## src/rtl/hufftree_build_ctrl_pkg.sv

```systemverilog
// rtl/hufftree_build_ctrl_pkg.sv - shared types, constants and helpers for the Huffman tree build controller
// Purpose: sizing helper, FSM state encoding and table write-data field offsets.
// Ports: none (package).
package hufftree_build_ctrl_pkg;

   // Number of bits needed to hold the values 0..n-1 (ceil(log2(n))).
   function automatic int ceil_log2(input int n);
      int r;
      r = 0;
      while ((1 << r) < n) r++;
      return r;
   endfunction

   localparam int HUFF_CODE_LEN_DEF = 8;
   localparam int TIMEOUT_CYC_DEF   = 4096;
   localparam int NUM_W             = 6;
   localparam int CODE_W            = 5;

   // tbl_wdata = {valid, len, code}; the valid bit sits directly above len.
   localparam int WD_CODE_LSB = 0;
   localparam int WD_LEN_LSB  = WD_CODE_LSB + CODE_W;

   typedef enum logic [2:0] {
      ST_IDLE,
      ST_CLEAR,
      ST_LAUNCH,
      ST_BUILD,
      ST_NEXT,
      ST_DONE,
      ST_ERR
   } state_e;

endpackage

```

## src/rtl/hufftree_build_ctrl_tbl_clr.sv

```systemverilog
// rtl/hufftree_build_ctrl_tbl_clr.sv - sequential clear-address generator for a lookup table
// Purpose: walks addresses 0..2^ADDR_W-1, one per cycle, after a start pulse.
// Ports:
//   clk, rst_n - clock, asynchronous active-low reset
//   start_i    - restart the sweep at address 0 (first address is presented next cycle)
//   addr_o     - current clear address
//   last_o     - high while the final address of the sweep is presented
module hufftree_build_ctrl_tbl_clr #(
   parameter int ADDR_W = 8
) (
   input  logic              clk,
   input  logic              rst_n,
   input  logic              start_i,
   output logic [ADDR_W-1:0] addr_o,
   output logic              last_o
);

   localparam logic [ADDR_W:0] LAST_ADDR = {1'b0, {ADDR_W{1'b1}}};

   logic [ADDR_W:0] cnt_q;
   logic            act_q;

   always_ff @(posedge clk or negedge rst_n) begin
      if (!rst_n) begin
         cnt_q <= '0;
         act_q <= 1'b0;
      end else if (start_i) begin
         cnt_q <= '0;
         act_q <= 1'b1;
      end else if (act_q) begin
         cnt_q <= cnt_q + (ADDR_W+1)'(1);
         if (cnt_q == LAST_ADDR) act_q <= 1'b0;
      end
   end

   assign addr_o = cnt_q[ADDR_W-1:0];
   assign last_o = act_q && (cnt_q == LAST_ADDR);

endmodule

```

## src/rtl/hufftree_build_ctrl.sv

```systemverilog
// rtl/hufftree_build_ctrl.sv - dynamic Huffman table build sequencer for the inflate core
// Purpose: per tree (lit/len, then optional dist) clear the lookup table, launch the
//          tree generator, forward its writes and detect completion, over-subscription and hang.
// Ports:
//   clk, rst_n                         - clock, asynchronous active-low reset
//   start, lit_*, dist_en, dist_*      - job request and per-tree config (sampled in IDLE)
//   busy, done, err                    - job status (err is sticky until next accepted start)
//   gen_inc, gen_tree_num, gen_bias    - generator launch interface
//   gen_done, gen_winc, gen_addr/len/code - generator return and write interface
//   tbl_we, tbl_sel, tbl_addr, tbl_wdata  - lookup table write port, wdata = {valid, len, code}
module hufftree_build_ctrl
   import hufftree_build_ctrl_pkg::*;
#(
   parameter int HUFF_CODE_LEN = HUFF_CODE_LEN_DEF,
   parameter int HUFF_LEN_LEN  = ceil_log2(HUFF_CODE_LEN + 1),
   parameter int TIMEOUT_CYC   = TIMEOUT_CYC_DEF
) (
   input  logic                           clk,
   input  logic                           rst_n,
   input  logic                           start,
   input  logic [NUM_W-1:0]               lit_num,
   input  logic [NUM_W-1:0]               lit_bias,
   input  logic                           dist_en,
   input  logic [NUM_W-1:0]               dist_num,
   input  logic [NUM_W-1:0]               dist_bias,
   output logic                           busy,
   output logic                           done,
   output logic                           err,
   output logic                           gen_inc,
   output logic [NUM_W-1:0]               gen_tree_num,
   output logic [NUM_W-1:0]               gen_bias,
   input  logic                           gen_done,
   input  logic                           gen_winc,
   input  logic [HUFF_CODE_LEN-1:0]       gen_addr,
   input  logic [HUFF_LEN_LEN-1:0]        gen_len,
   input  logic [CODE_W-1:0]              gen_code,
   output logic                           tbl_we,
   output logic                           tbl_sel,
   output logic [HUFF_CODE_LEN-1:0]       tbl_addr,
   output logic [HUFF_LEN_LEN+CODE_W:0]   tbl_wdata
);

   localparam int WD_VALID_BIT = WD_LEN_LSB + HUFF_LEN_LEN;
   localparam int TO_W         = ceil_log2(TIMEOUT_CYC + 1);
   localparam logic [TO_W-1:0]          TO_LIMIT  = TO_W'(TIMEOUT_CYC);
   localparam logic [HUFF_CODE_LEN:0]   TBL_DEPTH = {1'b1, {HUFF_CODE_LEN{1'b0}}};

   state_e                  state_q, state_d;
   logic                    t_q, t_d;
   logic [NUM_W-1:0]        lit_num_q, lit_bias_q, dist_num_q, dist_bias_q;
   logic                    dist_en_q;
   logic [HUFF_CODE_LEN:0]  wcnt_q;
   logic [TO_W-1:0]         to_q;
   logic [TO_W-1:0]         to_inc;
   logic                    busy_q, done_q, err_q, gen_inc_q, sel_q;
   logic [NUM_W-1:0]        gen_tree_num_q, gen_bias_q;

   logic                    clr_start;
   logic                    clr_last;
   logic [HUFF_CODE_LEN-1:0] clr_addr;
   logic [NUM_W-1:0]        cur_num, cur_bias;
   logic                    wcnt_full;

   hufftree_build_ctrl_tbl_clr #(
      .ADDR_W (HUFF_CODE_LEN)
   ) u_tbl_clr (
      .clk     (clk),
      .rst_n   (rst_n),
      .start_i (clr_start),
      .addr_o  (clr_addr),
      .last_o  (clr_last)
   );

   assign cur_num   = t_q ? dist_num_q  : lit_num_q;
   assign cur_bias  = t_q ? dist_bias_q : lit_bias_q;
   assign wcnt_full = (wcnt_q == TBL_DEPTH);
   assign to_inc    = to_q + TO_W'(1);

   always_comb begin
      state_d   = state_q;
      t_d       = t_q;
      clr_start = 1'b0;
      case (state_q)
         ST_IDLE: begin
            if (start) begin
               state_d   = ST_CLEAR;
               t_d       = 1'b0;
               clr_start = 1'b1;
            end
         end
         ST_CLEAR: begin
            // An empty tree keeps its freshly cleared (all-invalid) table.
            if (clr_last) state_d = (cur_num == '0) ? ST_NEXT : ST_LAUNCH;
         end
         ST_LAUNCH: state_d = ST_BUILD;
         ST_BUILD: begin
            // Over-subscription outranks gen_done; a same-cycle final write still lands.
            if (gen_winc && wcnt_full)  state_d = ST_ERR;
            else if (gen_done)          state_d = ST_NEXT;
            else if (to_inc == TO_LIMIT) state_d = ST_ERR;
         end
         ST_NEXT: begin
            if (!t_q && dist_en_q) begin
               state_d   = ST_CLEAR;
               t_d       = 1'b1;
               clr_start = 1'b1;
            end else begin
               state_d = ST_DONE;
            end
         end
         ST_DONE: state_d = ST_IDLE;
         ST_ERR:  state_d = ST_IDLE;
         default: state_d = ST_IDLE;
      endcase
   end

   always_ff @(posedge clk or negedge rst_n) begin
      if (!rst_n) begin
         state_q        <= ST_IDLE;
         t_q            <= 1'b0;
         lit_num_q      <= '0;
         lit_bias_q     <= '0;
         dist_num_q     <= '0;
         dist_bias_q    <= '0;
         dist_en_q      <= 1'b0;
         wcnt_q         <= '0;
         to_q           <= '0;
         busy_q         <= 1'b0;
         done_q         <= 1'b0;
         err_q          <= 1'b0;
         gen_inc_q      <= 1'b0;
         sel_q          <= 1'b0;
         gen_tree_num_q <= '0;
         gen_bias_q     <= '0;
      end else begin
         state_q <= state_d;
         t_q     <= t_d;

         if (state_q == ST_IDLE && start) begin
            lit_num_q   <= lit_num;
            lit_bias_q  <= lit_bias;
            dist_num_q  <= dist_num;
            dist_bias_q <= dist_bias;
            dist_en_q   <= dist_en;
            err_q       <= 1'b0;
         end

         if (state_q == ST_LAUNCH) begin
            // The timeout count includes the launch cycle, so ERR lands
            // exactly TIMEOUT_CYC cycles after gen_inc.
            to_q   <= TO_W'(1);
            wcnt_q <= '0;
         end else if (state_q == ST_BUILD) begin
            to_q <= to_inc;
            if (gen_winc && !wcnt_full) wcnt_q <= wcnt_q + (HUFF_CODE_LEN+1)'(1);
         end

         if (state_d == ST_ERR) err_q <= 1'b1;

         // Outputs are registered from the next state so they align with it.
         busy_q    <= (state_d != ST_IDLE);
         done_q    <= (state_d == ST_DONE) || (state_d == ST_ERR);
         gen_inc_q <= (state_d == ST_LAUNCH);
         sel_q     <= (state_d == ST_CLEAR || state_d == ST_LAUNCH || state_d == ST_BUILD) ? t_d : 1'b0;
         if (state_d == ST_LAUNCH || state_d == ST_BUILD) begin
            gen_tree_num_q <= cur_num;
            gen_bias_q     <= cur_bias;
         end else begin
            gen_tree_num_q <= '0;
            gen_bias_q     <= '0;
         end
      end
   end

   // Table write port: clear sweep in CLEAR, zero-latency generator pass-through in BUILD.
   always_comb begin
      tbl_we    = 1'b0;
      tbl_addr  = '0;
      tbl_wdata = '0;
      if (state_q == ST_CLEAR) begin
         tbl_we   = 1'b1;
         tbl_addr = clr_addr;
      end else if (state_q == ST_BUILD) begin
         tbl_we                                  = gen_winc && !wcnt_full;
         tbl_addr                                = gen_addr;
         tbl_wdata[WD_CODE_LSB +: CODE_W]        = gen_code;
         tbl_wdata[WD_LEN_LSB +: HUFF_LEN_LEN]   = gen_len;
         tbl_wdata[WD_VALID_BIT]                 = 1'b1;
      end
   end

   assign busy         = busy_q;
   assign done         = done_q;
   assign err          = err_q;
   assign gen_inc      = gen_inc_q;
   assign gen_tree_num = gen_tree_num_q;
   assign gen_bias     = gen_bias_q;
   assign tbl_sel      = sel_q;

endmodule

```

## config.mk

```make
export PLATFORM = sky130hd
export DESIGN_NAME = hufftree_build_ctrl
export DESIGN_NICKNAME = d
export VERILOG_FILES = /design/src/rtl/hufftree_build_ctrl_pkg.sv /design/src/rtl/hufftree_build_ctrl_tbl_clr.sv /design/src/rtl/hufftree_build_ctrl.sv
export SDC_FILE = /design/constraint.sdc
export NUM_CORES = 1
export LEC_CHECK = 0
export BUFFER_PORTS_ARGS = -buffer_cell sky130_fd_sc_hd__buf_4
export CORE_MARGIN = 5
export CORE_UTILIZATION = 40
export DETAILED_ROUTE_END_ITERATION = 10
export PLACE_DENSITY = 0.63
export SKIP_LAST_GASP = 1
export SLEW_MARGIN = 20
export SYNTH_ARGS = -nofsm -noshare
export SYNTH_HDL_FRONTEND = slang
export SYNTH_SLANG_ARGS = --single-unit
```

## constraint.sdc

```tcl
create_clock -name clk -period 2.65 [get_ports clk]
set_input_delay 0.1325 -clock clk [delete_from_list [all_inputs] [get_ports clk]]
set_output_delay 0.1325 -clock clk [all_outputs]
set_load 0.03 [all_outputs]
```

==> results of run 1 <==
[layout by cell type, fill, tap and decap left out, types with 3 or more instances in the layout]
cell / count
a21o_1: 3
a21oi_1: 13
a31oi_1: 3
and2_1: 11
buf_4: 90
clkbuf_8: 10
dfrtp_1: 78
dlygate4sd3_1: 8
ha_1: 5
inv_1: 12
mux2_2: 26
mux2i_1: 25
nand2_1: 24
nand2b_1: 3
nand3_1: 10
nand4_1: 11
nor2_1: 37
nor3_1: 18
o21a_1: 3
o21ai_0: 14
o22ai_1: 3
or3_1: 3
or4_1: 4
xnor2_1: 3
xor2_1: 11
[power by group]
| part | leakage, nW | total, W | switching, W | internal [W] |
|---|---|---|---|---|
| sequential | 0.985 | 0.00168 | 0.000215 | 0.00147 |
| clock | 0.109 | 0.00101 | 0.000454 | 0.000561 |
| combinational | 1.18 | 0.000991 | 0.000506 | 0.000485 |
| total | 2.27 | 0.00369 | 0.00118 | 0.00251 |
[per-stage QoR]
step / setup slack, ns / total power (W) / instances
after floorplan: 0.5067 / 0.002359 / 378
after global placement: 0.2508 / 0.002664 / 578
after detailed placement: 0.1707 / 0.002700 / 578
after CTS: 0.1688 / 0.003730 / 602
after global routing: 0.009450 / 0.003918 / 602
final: 0.1747 / 0.003688 / 602
[metal layers]
| layer | track usage | share of wire | vias up | routed length [µm] |
|---|---|---|---|---|
| li1 | - | - | 1509 | - |
| met1 | 0.2136 | 0.47 | 1458 | 4132 |
| met2 | 0.2428 | 0.45 | 79 | 4025 |
| met3 | 0.04052 | 0.059 | 12 | 526 |
| met4 | 0.05610 | 0.019 | 0 | 165 |
| met5 | 0 | 0 | - | 0 |
[cells by family (layout without fill, tap and decap cells)]
kind of cell    after synthesis  in the layout  synth area share
flops                        78             78            0.4941
compound gates               55             55           0.09788
buf+inv                      36            127           0.04022
xor+xnor                     14             14           0.03104
fa+ha+maj                     5              5           0.01584
mux                          51             51            0.1375
simple gates                139            139            0.1834
[registers in the layout (all words and copies together), names as in the netlist]
| signal | count |
|---|---|
| gen_bias | 6 |
| lit_num_q | 6 |
| dist_en_q | 1 |
| done | 1 |
| u_tbl_clr.act_q | 1 |
| tbl_sel | 1 |
| busy | 1 |
| t_q | 1 |
| dist_bias_q | 6 |
| u_tbl_clr.cnt_q | 9 |
| gen_tree_num | 6 |
| wcnt_q | 9 |
| dist_num_q | 6 |
| state_q | 3 |
| to_q | 13 |
| lit_bias_q | 6 |
| err | 1 |
| gen_inc | 1 |
[worst max-delay path, delay by kind of cell (launching register included)]
kind | cells | cell delay [ns]
and+or+nand+nor | 3 | 0.81
AOI/OAI and AO/OA | 2 | 0.90
DFF | 1 | 0.47
muxes | 1 | 0.14
[worst paths after layout]
check                         startpoint  slack, ns                 end  cells after the start
hold reg to reg            dist_num_q[4]       0.51       dist_num_q[4]                      1
hold / removal               lit_bias[1]       0.01       lit_bias_q[1]                      2
min in group asynchronous          rst_n       0.36  u_tbl_clr.cnt_q[4]                      2
max in group asynchronous          rst_n       1.75           wcnt_q[5]                      2
setup reg to reg                 to_q[3]       0.17         gen_bias[5]                      6
setup / recovery                 to_q[3]       0.17         gen_bias[5]                      6
[cell type report]
class | instances | area [µm²] | area share
sequential | 78 | 1952 | 0.3904
multi-input combinational | 264 | 1839 | 0.3679
timing repair buffer | 99 | 767.0 | 0.1534
tap | 133 | 166.4 | 0.03328
clock buffer | 10 | 137.6 | 0.02753
clock inverter | 6 | 92.59 | 0.01852
inverter | 12 | 45.04 | 0.009009
[timing repair]
item | in CTS | in global routing
hold endpoints to repair | 73 | 0
buffers inserted | 0 | 0
hold buffers | 8 | 0
==> impl_metrics.ini, run 1 <==
[floorplan]
coreArea_um2 = 9684
dieArea_um2 = 11960
die_w_um = 109.4
rows = 36
die-height_um = 109.4
initial_core_util = 0.4079
ios = 83

[sta]
setup_violations = 0
hold_viol_final = 0
drv_slew = 0
tightest_slew_ns = 0.7276
holdWs_ns = 0.009838
fin_skew_ns = 0.01411
fmax_mhz = 404.0
relSlewSlack = 0.5149
fin_crit_ns = 2.475
rsz0062_at_grt = no
period_share = 0.9341
setup_tns_ns = 0

[place]
gp_congestion = 0.7795
dpl_cell_area_um2 = 4686
dp_hpwl_um = 6315
port_buffers = 82

[clock_network]
worstSkewPairLatency_ns = 0.35
htreeDepth = 3
cts_resized = 0
clock_sinks = 78
cts-buffers-inserted = 9
cts_root_buf = clkbuf_8
clk_pin_slew_worst_paths_ns = 0.09
cts_buffer_depth = 2
cts_tree = done

[yosys]
ys_seq_elements = 78
synth_top_area_cell = dfrtp_1
syn_inst = 378
synth_edf_count = 0
yosys-top-cells-count = 78 x dfrtp_1, 37 x nor2_1, 26 x mux2_2, 25 x mux2i_1, 24 x nand2_1
async_flop_share = 1.000
synth.avg_cell_area_um2 = 10.45
synth.top_cell.area_share = 0.4941
syn_nets = 430
synth-main-ff-cell = dfrtp_1
ys_types = 55
synth_most_common_cell = dfrtp_1
synth.yosys.warnings = 0
synth_seq_area_share = 0.4941
syn_area_um2 = 3950
synthTopCellsByArea = dfrtp_1 49%, mux2_2 7.4%, mux2i_1 6.3%

[global_route]
grt_start_max_net_pins = 79
grt_pass1_wl_um = 14770
grt_pass1_vias = 3003
antenna_found_initial = 0
overflow = 0
grt_use_total = 0.1570

[critical_path]
cp_data_required_time_ns = 2.86
slowest_stage = or4_1
worstPathCellList = or4_1 > mux2i_1 > nand4_1 > a2111oi_4 > o21a_1 > nor3_1
critical_path_class = reg -> reg
slowest_delay_ns = 0.55
critPathMaxFanout = 12
end_kind = flop
arrival_ns = 2.69
startpoint_type = flop

[power_and_ir_drop]
peakVddDrop_mv = 0.4184
p_per_area_nw_per_um2 = 737.5
p_leak_nw = 2.269

[drt]
vias_per_cell = 5.080
drt-pass1-iter-count = 4
wl_per_cell_um = 14.70
drt-total-wl_um = 8850
remaining_drc_errors = 0
vias = 3058
ant_nets = 0
drtIter0Drc = 130

[layout]
antenna_cells = 0
syn_to_final_growth_pct = 26.58
n_fill_cell = 882
post-route-util = 0.5163
final_nets = 516
fin_area_um2 = 5000
drive_gt1_frac = 0.3028

[outcome]
outcome = complete, no violations

[run]
maxCapViolations = 0

[worst_hold_path]
hp-class = in -> reg
Note: power is estimated with default switching activity, not from simulation.
==> run 2: changes to the inputs <==
- ABC_AREA: unset -> 1
- PLACE_DENSITY: 0.63 -> unset
- PLACE_DENSITY_LB_ADDON: unset -> 0.08
==> impl_metrics.ini, run 2 <==
[yosys]
yosys-top-cells-count = 151 x nand2_1, 78 x dfrtp_1, 58 x inv_1, 39 x nor2_1, 27 x o21ai_0
synth.top_cell.area_share = 0.4940
syn_area_um2 = 3951
syn_inst = 494
ys_seq_elements = 78
synth_edf_count = 0
synth-main-ff-cell = dfrtp_1
synth_seq_area_share = 0.4940
synth.avg_cell_area_um2 = 7.999
ys_types = 36
async_flop_share = 1.000
synth.yosys.warnings = 0
synth_top_area_cell = dfrtp_1
syn_nets = 546
synth_most_common_cell = nand2_1
synthTopCellsByArea = dfrtp_1 49%, nand2_1 14%, inv_1 5.5%

[layout]
post-route-util = 0.5394
reg.largest.list = to_q (13), u_tbl_clr.cnt_q (9), wcnt_q (9)
n_fill_cell = 946
drive_gt1_frac = 0.2311
fin_area_um2 = 5224
final_nets = 657
max_flop_register = to_q
layout_common_cells = 151 x nand2_1, 87 x buf_4, 78 x dfrtp_1
largest_reg_flops = 13
antenna_cells = 0
seqCellArea_um2 = 1952
syn_to_final_growth_pct = 32.20
multiInputGateArea_um2 = 1693
layout_commonest_cell = nand2_1

[drt]
ant_nets = 0
vias_per_cell = 4.647
wl_per_cell_um = 12.76
vias = 3453
drt-pass1-iter-count = 4
drt-total-wl_um = 9484
drtIter0Drc = 159
remaining_drc_errors = 0

[power_and_ir_drop]
p_leak_nw = 2.616
p_per_area_nw_per_um2 = 734.1
peakVddDrop_mv = 0.3890

[place]
dp_hpwl_um = 6643
gp_congestion = 0.8579
port_buffers = 82
dpl_cell_area_um2 = 4701
dp_slack_ns = 0.1960

[clock_network]
cts-buffers-inserted = 9
cts_tree = done
clock_sinks = 78
clk_pin_slew_worst_paths_ns = 0.08
worstSkewPairLatency_ns = 0.34
htreeDepth = 3
cts_root_buf = clkbuf_8
cts_buffer_depth = 2

[global_route]
grt_pass1_vias = 3321
antenna_found_initial = 0
grt_pass1_wl_um = 15770
grt_start_max_net_pins = 79
grt_use_total = 0.1666
overflow = 0

[critical_path]
critical_path_class = reg -> reg
cp_data_required_time_ns = 2.87
startpoint = u_tbl_clr.cnt_q[0]
end_kind = flop
r2r_start = u_tbl_clr.cnt_q[0]
arrival_ns = 2.58
critPathMaxFanout = 4
startpoint_type = flop

[worst_hold_path]
hp-class = in -> reg
min_from = dist_num[5]

[sta]
tightest_slew_ns = 0.7253
fin_crit_ns = 2.362
fin_skew_ns = 0.01151
relSlewSlack = 0.5165
drv_slew = 0
hold_viol_final = 0
setup_tns_ns = 0
worst_slack_ns = 0.2881
holdWs_ns = 0.01592
rsz0062_at_grt = no
fmax_mhz = 423.4
setup_violations = 0
period_share = 0.8913

[outcome]
outcome = complete, no violations

[floorplan]
coreArea_um2 = 9684
die_w_um = 109.4
rows = 36
initial_core_util = 0.4080
die-height_um = 109.4
ios = 83
dieArea_um2 = 11970

[run]
maxCapViolations = 0
run 2: per-stage QoR:
step	std cells	power, W
global route	743	0.004112
floorplan	494	0.002392
detailed placement	701	0.002759
finish	743	0.003835
CTS	742	0.003880
global placement	701	0.002728
run 2: area by class of cell:
type,instances,share of cell area
sequential,78,0.3737
multi-input combinational,336,0.3241
timing repair buffer,113,0.1751
inverter,67,0.04814
tap,133,0.03186
clock buffer,9,0.02371
clock inverter,7,0.02347
run 2: path summary, 6_finish.rpt:
kind	endpoint	cells after the start	slack, ns
setup / recovery	busy	15	0.29
hold / removal	dist_num_q[5]	3	0.02
setup reg to reg	busy	15	0.29
min in group asynchronous	wcnt_q[7]	2	0.37
max in group asynchronous	to_q[7]	2	1.75
hold reg to reg	dist_bias_q[0]	2	0.48
run 2: logic make-up after synthesis:
group / Yosys count / synth area share
multiplexers: 8 / 0.02122
buffers and inverters: 81 / 0.08328
AO/OA/AOI/OAI: 60 / 0.08360
flip-flops: 78 / 0.4940
AND/OR/NAND/NOR: 259 / 0.2954
adder cells (fa/ha/maj): 5 / 0.01583
XOR/XNOR: 3 / 0.006651
run 2: metal layers:
metal,wire (µm),GRT usage
met1,4356,0.2232
met2,4752,0.2733
met3,295,0.02642
met4,80,0.05966
met5,0,0
run 2: worst max-delay path: stages, from the launching register on:
cell and delay, ns:
dfrtp_1 0.36, ha_1 0.17, inv_1 0.05, nor3_1 0.18
inv_1 0.10, nor3_2 0.13, nand2_1 0.06, nor2_1 0.10
ha_1 0.17, nand2_1 0.09, nor3_1 0.21, nand2_1 0.10
nand2_2 0.11, nand4_4 0.14, nor2_1 0.17, nand3_1 0.08
run 2: report_power, final:
| part | switching (W) | total, W | internal [W] |
|---|---|---|---|
| Combinational | 0.000676 | 0.00111 | 0.000437 |
| Clock | 0.000452 | 0.00108 | 0.000629 |
| Sequential | 0.000173 | 0.00164 | 0.00147 |
run 2: what timing repair did:
item / CTS / global route
endpoints found under the setup margin: 0 / 14
endpoints found under the hold margin: 77 / 0
setup buffers: 0 / 0
hold buffers: 25 / 0
resized for setup: 0 / 2
==> run 3: changes to the inputs <==
- ABC_AREA: 1 -> unset
==> impl_metrics.ini, run 3 (synthesis results as in run 1) <==
[outcome]
outcome = complete, no violations

[sta]
setup_violations = 0
hold_viol_final = 0
relSlewSlack = 0.5304
setup_tns_ns = 0
fin_crit_ns = 2.441
rsz0062_at_grt = no
tightest_slew_ns = 0.7044
period_share = 0.9213
fin_skew_ns = 0.01351
fmax_mhz = 409.6
holdWs_ns = 0.03257
drv_slew = 0

[clock_network]
htreeDepth = 3
post_cts_buffers = 0
cts_buffer_depth = 2
worstSkewPairLatency_ns = 0.35
cts_root_buf = clkbuf_8
clk_pin_slew_worst_paths_ns = 0.09
cts_tree = done
cts-buffers-inserted = 9
clock_sinks = 78

[global_route]
overflow = 0
grt_use_total = 0.1612
grt_pass1_wl_um = 15130
antenna_found_initial = 0
grt_start_max_net_pins = 79
grt_pass1_vias = 3154

[floorplan]
coreArea_um2 = 9684
die_w_um = 109.4
die-height_um = 109.4
rows = 36
initial_core_util = 0.4079
ios = 83
dieArea_um2 = 11960

[critical_path]
critical_path_class = reg -> out
reg2reg_slack_ns = 0.27
end_kind = output pin
arrival_ns = 2.31
critPathMaxFanout = 6
slowest_stage = nor4bb_1
r2r_start = wcnt_q[0]
cp_data_required_time_ns = 2.52
worstPathCellList = inv_1 > ha_1 > nor4bb_1 > a21boi_0 > o21bai_1 > buf_4
slowest_delay_ns = 0.47
startpoint = wcnt_q[0]
startpoint_type = flop

[layout]
reg.largest.list = to_q (13), u_tbl_clr.cnt_q (9), wcnt_q (9)
final_nets = 531
layout_commonest_cell = buf_4
largest_reg_flops = 13
fin_area_um2 = 5131
drive_gt1_frac = 0.2913
antenna_cells = 0
max_flop_register = to_q
instances_no_fill = 617
syn_to_final_growth_pct = 29.90
layout_common_cells = 89 x buf_4, 78 x dfrtp_1, 37 x nor2_1

[place]
placed_cells = 577
gp_congestion = 0.7455
port_buffers = 82
dpl_cell_area_um2 = 4678
dp_hpwl_um = 6401

[worst_hold_path]
min_from = dist_num[0]
hp-class = in -> reg

[power_and_ir_drop]
p_leak_nw = 2.328
peakVddDrop_mv = 0.4785
p_per_area_nw_per_um2 = 710.0
p_total_w = 0.003643

[run]
maxCapViolations = 0

[drt]
drtIter0Drc = 70
remaining_drc_errors = 0
ant_nets = 0
drt-total-wl_um = 9117
vias = 3138
vias_per_cell = 5.086
drt-pass1-iter-count = 4
wl_per_cell_um = 14.78
-- run 3: worst max-delay path, delay by kind of cell (launching register included) --
kind            cells  cell delay (ns)
buf+inv             2             0.27
flops               1             0.44
fa+ha+maj           1             0.14
simple gates        1             0.47
compound gates      2             0.62
-- run 3: final timing paths --
check                                     end  cells after the start
max reg2reg                       gen_bias[4]                      8
max                                    tbl_we                      6
min reg2reg                     lit_bias_q[4]                      1
min in group asynchronous            to_q[12]                      2
max in group asynchronous  u_tbl_clr.cnt_q[0]                      2
min                             dist_num_q[0]                      2
-- run 3: metrics by stage --
stage,util,worst slack (ns)
after floorplan,-,0.5067
after global placement,0.4831,0.2729
after detailed placement,0.4831,0.2270
after CTS,0.5295,0.2141
after global routing,0.5298,0.05635
final,0.5298,0.2086
-- run 3: timing repair --
action,in CTS,in global routing
hold endpoints to repair,101,0
hold buffers,24,0
resized for setup,0,0
-- run 3: power by group --
group	leakage [nW]	switching (W)	internal, W
Sequential	0.985	0.000212	0.00147
Clock	0.107	0.000494	0.000457
Combinational	1.24	0.000511	0.000502
-- run 3: layer usage --
metal | track usage | vias up | part of all wire
met5 | 0 | - | 0
met2 | 0.2716 | 64 | 0.49
met1 | 0.2042 | 1520 | 0.45
li1 | - | 1540 | -
met3 | 0.02701 | 14 | 0.039
met4 | 0.07035 | 0 | 0.018
-- run 3: area by class of cell --
class / count / area, µm²
Clock buffer: 9 / 123.9
Clock inverter: 7 / 85.08
Fill cell: 879 / 4553
Inverter: 12 / 45.04
Multi-Input combinational cell: 264 / 1839
Sequential cell: 78 / 1952
Tap cell: 133 / 166.4
Timing Repair Buffer: 114 / 919.6
